[src/rtl/fib_scramble_sched.sv]
// Two-requester round-robin scheduler sharing one Gray-code + Fibonacci-keystream scrambler.
// Latency: one cycle from accept to out_valid. The single-entry output register supports same-cycle drain and refill.
// Backpressure: no grant while the output is FULL with out_ready low, or while resync is high.
module fib_scramble_sched #(
  parameter int WIDTH  = 16,
  parameter int PERIOD = 32
) (
  input  logic             clk,
  input  logic             rst,
  input  logic             req0_valid,
  input  logic [WIDTH-1:0] req0_data,
  output logic             req0_ready,
  input  logic             req1_valid,
  input  logic [WIDTH-1:0] req1_data,
  output logic             req1_ready,
  input  logic             resync,
  output logic             out_valid,
  output logic [WIDTH-1:0] out_data,
  output logic             out_src,
  output logic [15:0]      out_idx,
  input  logic             out_ready
);

  typedef enum logic {EMPTY = 1'b0, FULL = 1'b1} ostate_e;

  localparam logic [15:0] K_LAST = 16'(PERIOD - 1);

  ostate_e          state_q, state_d;
  logic [WIDTH-1:0] a_q, a_d, b_q, b_d;
  logic [15:0]      k_q, k_d;
  logic             rr_q, rr_d;
  logic [WIDTH-1:0] data_q, data_d;
  logic             src_q, src_d;
  logic [15:0]      idx_q, idx_d;

  logic             can_load;
  logic             grant;
  logic             gnt_sel;   // 0: requester 0, 1: requester 1
  logic [WIDTH-1:0] gnt_data;
  logic [WIDTH-1:0] gray;

  // Arbitration: pick a requester when the output slot can take a word
  always_comb begin
    can_load = (state_q == EMPTY) || out_ready;
    grant    = !rst && can_load && !resync && (req0_valid || req1_valid);
    gnt_sel  = (req0_valid && req1_valid) ? rr_q : req1_valid;
    gnt_data = gnt_sel ? req1_data : req0_data;
    gray     = gnt_data ^ (gnt_data >> 1);
  end

  // Output-slot state register
  always_ff @(posedge clk or posedge rst) begin
    if (rst) state_q <= EMPTY;
    else     state_q <= state_d;
  end

  // Output-slot next state: a grant always refills; otherwise drain when consumed
  always_comb begin
    state_d = state_q;
    case (state_q)
      EMPTY:   state_d = grant ? FULL : EMPTY;
      FULL:    state_d = (out_ready && !grant) ? EMPTY : FULL;
      default: state_d = EMPTY;
    endcase
  end

  // Output-slot outputs and requester handshakes
  always_comb begin
    out_valid  = (state_q == FULL);
    out_data   = data_q;
    out_src    = src_q;
    out_idx    = idx_q;
    req0_ready = grant && !gnt_sel;
    req1_ready = grant && gnt_sel;
  end

  // Keystream, round-robin pointer and result next-state
  always_comb begin
    a_d    = a_q;
    b_d    = b_q;
    k_d    = k_q;
    rr_d   = rr_q;
    data_d = data_q;
    src_d  = src_q;
    idx_d  = idx_q;
    if (resync) begin
      a_d = '0;
      b_d = WIDTH'(1);
      k_d = '0;
    end else if (grant) begin
      data_d = a_q ^ gray;
      src_d  = gnt_sel;
      idx_d  = k_q;
      rr_d   = !gnt_sel;
      if (k_q == K_LAST) begin
        a_d = '0;
        b_d = WIDTH'(1);
        k_d = '0;
      end else begin
        a_d = b_q;
        b_d = a_q + b_q;   // wraps mod 2^WIDTH
        k_d = k_q + 16'd1;
      end
    end
  end

  // Keystream, pointer and result registers
  always_ff @(posedge clk or posedge rst) begin
    if (rst) begin
      a_q    <= '0;
      b_q    <= WIDTH'(1);
      k_q    <= '0;
      rr_q   <= 1'b0;
      data_q <= '0;
      src_q  <= 1'b0;
      idx_q  <= '0;
    end else begin
      a_q    <= a_d;
      b_q    <= b_d;
      k_q    <= k_d;
      rr_q   <= rr_d;
      data_q <= data_d;
      src_q  <= src_d;
      idx_q  <= idx_d;
    end
  end

endmodule
[config.mk]
export PLATFORM = sky130hd
export DESIGN_NAME = fib_scramble_sched
export DESIGN_NICKNAME = d
export VERILOG_FILES = /design/src/rtl/fib_scramble_sched.sv
export SDC_FILE = /design/constraint.sdc
export NUM_CORES = 1
export LEC_CHECK = 0
export BUFFER_PORTS_ARGS = -buffer_cell sky130_fd_sc_hd__buf_2
export CORE_MARGIN = 1
export CORE_UTILIZATION = 25
export CTS_CLUSTER_SIZE = 12
export DETAILED_ROUTE_END_ITERATION = 8
export HOLD_SLACK_MARGIN = 0.02
export PLACE_DENSITY = 0.44
export SYNTH_ARGS = -nofsm -noshare
export SYNTH_HDL_FRONTEND = slang
export SYNTH_SLANG_ARGS = --single-unit
[constraint.sdc]
create_clock -name clk -period 3.52 [get_ports clk]
set_input_delay 0.528 -clock clk [delete_from_list [all_inputs] [get_ports clk]]
set_output_delay 0.528 -clock clk [all_outputs]
set_load 0.01 [all_outputs]
==> qor.yml <==
run_status:
  outcome: "finished clean"
route:
  drc: 0
  ant_nets: 0
  viasPerCell: 4.65
  wl_per_cell_um: 14.2
  wirelength_um: 11400
  drt-initial-drc-count: 246
  vias: 3721
  firstDrtPassIters: 4
yosys:
  synth_seq_cells: 83
  synthMuxAreaShare_pct: 0.468
  netlist_instances: 498
  synth-edff-count: 0
  avgSynthCellArea_um2: 9.12
  synth.yosys.seq_area_share_pct: 45.8
  yosys_warnings: 0
  yosysUniqueCellTypes: 46
  synth_ff_type: "dfrtp_1"
  synth_xor_area_share_pct: 12.5
  synth.net_count: 553
  synth_simple_gate_area_share_pct: 17.4
  synth_top_family_by_area: "simple AND/OR/NAND/NOR gates"
  synth_area_um2: 4540
  async_reset_ff_share_pct: 100
  synth-compound-area-share_pct: 16.5
  synth_fa_ha_area_share_pct: 4.85
timing:
  period_share_pct: 72.2
  min_period_ps: 2540
  worst_slew_pin_slew_ps: 700
  final_hold_viol_count: 0
  rsz0062_at_grt: "false"
  finalMaxSlewViolations: 0
  slew_headroom_pct: 53.0
  setup_tns_ps: 0
  clock_skew_ps: 10.7
  setup_viol_count_final: 0
  fmax_ghz: 0.393
global_routing:
  grt_overflow: 0
  grt_max_degree: 67
  grt_pass1_wl_um: 19000
  antenna_found_initial: 0
  grt_pass1_vias: 3785
  grt.total_usage_pct: 13.3
power:
  power.density_nw_per_um2: 428
  peakVddDrop_uv: 246
  cellLeakagePower_nw: 2.62
setup_path:
  crit_type: "register to register"
  r2r_start: "b_q[0]"
  crit_fanout: 4
  r2r_cells: 10
  rrSetupSlack_ps: 980
  cp.arrival_ps: 2770
  endpoint: "b_q[14]"
  crit_path_end_kind: "register"
  r2r-end: "b_q[14]"
  worstSetupStartpoint: "b_q[0]"
  cp.required_ps: 3750
  critPathLaunchType: "register"
finish:
  diodes: 0
  final_common_cell: "nand2_1"
  layout-drive-gt1-share_pct: 19.4
  fin_area_um2: 5500
  fin_nets: 626
  final_cell_mix: "nand2_1 (115), dfrtp_1 (82), buf_2 (73), o21ai_0 (66), xnor2_1 (39)"
  area_growth_pct: 21.2
job:
  cap_violations: 0
placed_design:
  placed_area_um2: 5190
  io_buffer_count: 73
  routabilityCongestion: 0.809
  dp_hpwl_um: 8230
floorplanning:
  rows: 48
  io_pins: 74
  start_util_pct: 25.9
  die_area_um2: 18700
  die_w_um: 137
  core-area_um2: 17500
  die_y_um: 137
clocking:
  cts_buffer_depth: 2
  clockRootBuffer: "clkbuf_16"
  cts_tree: "yes"
  clkSlewWorstSetupHoldPaths_ps: 70
  post_cts_resized: 0
  cts-buffers-inserted: 9
  cts.htree.levels: 3
  hold_buffers: 0
  clock_latency_ps: 350
  post_cts_buffers: 0
  cts.sinks: 83
worst_hold_path:
  hold_class: "input port to async pin"
## state kept, by name, indices dropped and copies added, names as in the netlist
| register | cells |
|---|---|
| a_q | 16 |
| b_q | 16 |
| k_q | 16 |
| out_data | 16 |
| out_idx | 16 |
| out_src | 1 |
| out_valid | 1 |
| rr_q | 1 |
## how the worst min path moves through the flow
stage,from,to,slack (ps)
final,rst,k_q[0],160
after global routing,rst,k_q[0],170
after CTS,rst,k_q[5],160
after detailed placement,out_idx[2],out_idx[2],460
after global placement,out_idx[9],out_idx[9],460
after floorplan,rr_q,rr_q,470
## logic make-up after synthesis
| logic type | after synthesis |
|---|---|
| compound gates | 121 |
| xor+xnor | 65 |
| fa+ha+maj | 17 |
| buf+inv | 26 |
| flops | 83 |
| mux | 2 |
| simple gates | 184 |
## power by group
group | switching [mW] | total (mW) | leakage [nW] | internal [mW]
Sequential | 0.0299 | 1.04 | 1.13 | 1.01
Clock | 0.417 | 0.992 | 0.146 | 0.575
Combinational | 0.193 | 0.325 | 1.35 | 0.132
## area by class of cell
class / count / area (um^2)
fill: 1865 / 12000
multi-input combinational: 389 / 2360
sequential: 83 / 2080
timing repair buffer: 82 / 445
tap: 225 / 282
clock buffer: 10 / 239
clock inverter: 6 / 71.3
inverter: 6 / 23.8
## Yosys cell counts (2+ instances only)
master	instances	area (um^2)
o21ai_0	66	330
nor4_1	3	18.8
nand3_1	13	65.1
and2b_1	2	15.0
inv_1	6	22.5
clkbuf_1	14	52.6
nor2_1	28	105
nor3_1	3	15.0
buf_2	4	20.0
nand2_1	115	432
nand2b_1	5	31.3
a21o_1	6	45.0
o31ai_1	2	15.0
o21ai_1	3	15.0
a211oi_1	2	15.0
xnor2_1	39	342
nor3_2	2	20.0
o22ai_1	2	12.5
a21oi_1	10	50.1
a22o_1	18	158
dfrtp_1	82	2050
o211ai_1	3	22.5
xor2_1	26	228
a31oi_1	3	18.8
ha_1	16	200
nand4_1	4	25.0
and2_1	2	12.5
## metrics by stage
step	utilization, %	cells	hold slack, ps	setup slack, ps	total power, mW
detailed placement	29.6	785	461	961	1.39
finish	31.4	801	156	978	2.35
CTS	31.4	801	159	958	2.40
global route	31.4	801	173	803	2.49
floorplan	-	498	468	857	1.25
global placement	29.6	785	457	996	1.38
## routing by layer
| layer | wire (um) | share of wire [%] | track usage [%] |
|---|---|---|---|
| met1 | 5500 | 48 | 17.8 |
| met2 | 5070 | 45 | 20.4 |
| met3 | 621 | 5.5 | 3.33 |
| met4 | 182 | 1.6 | 5.49 |
| met5 | 0 | 0 | 0 |
## worst max-delay path: stages (launching register included)
cell and delay [ps]:
dfstp_2 540, ha_1 180, inv_1 60, fa_1 390, and2b_1 230, o2111a_1 190
nor3_2 70, o211a_4 280, o31ai_2 270, xnor2_1 150, o21ai_1 70
Note: power is estimated with default switching activity, not from simulation.
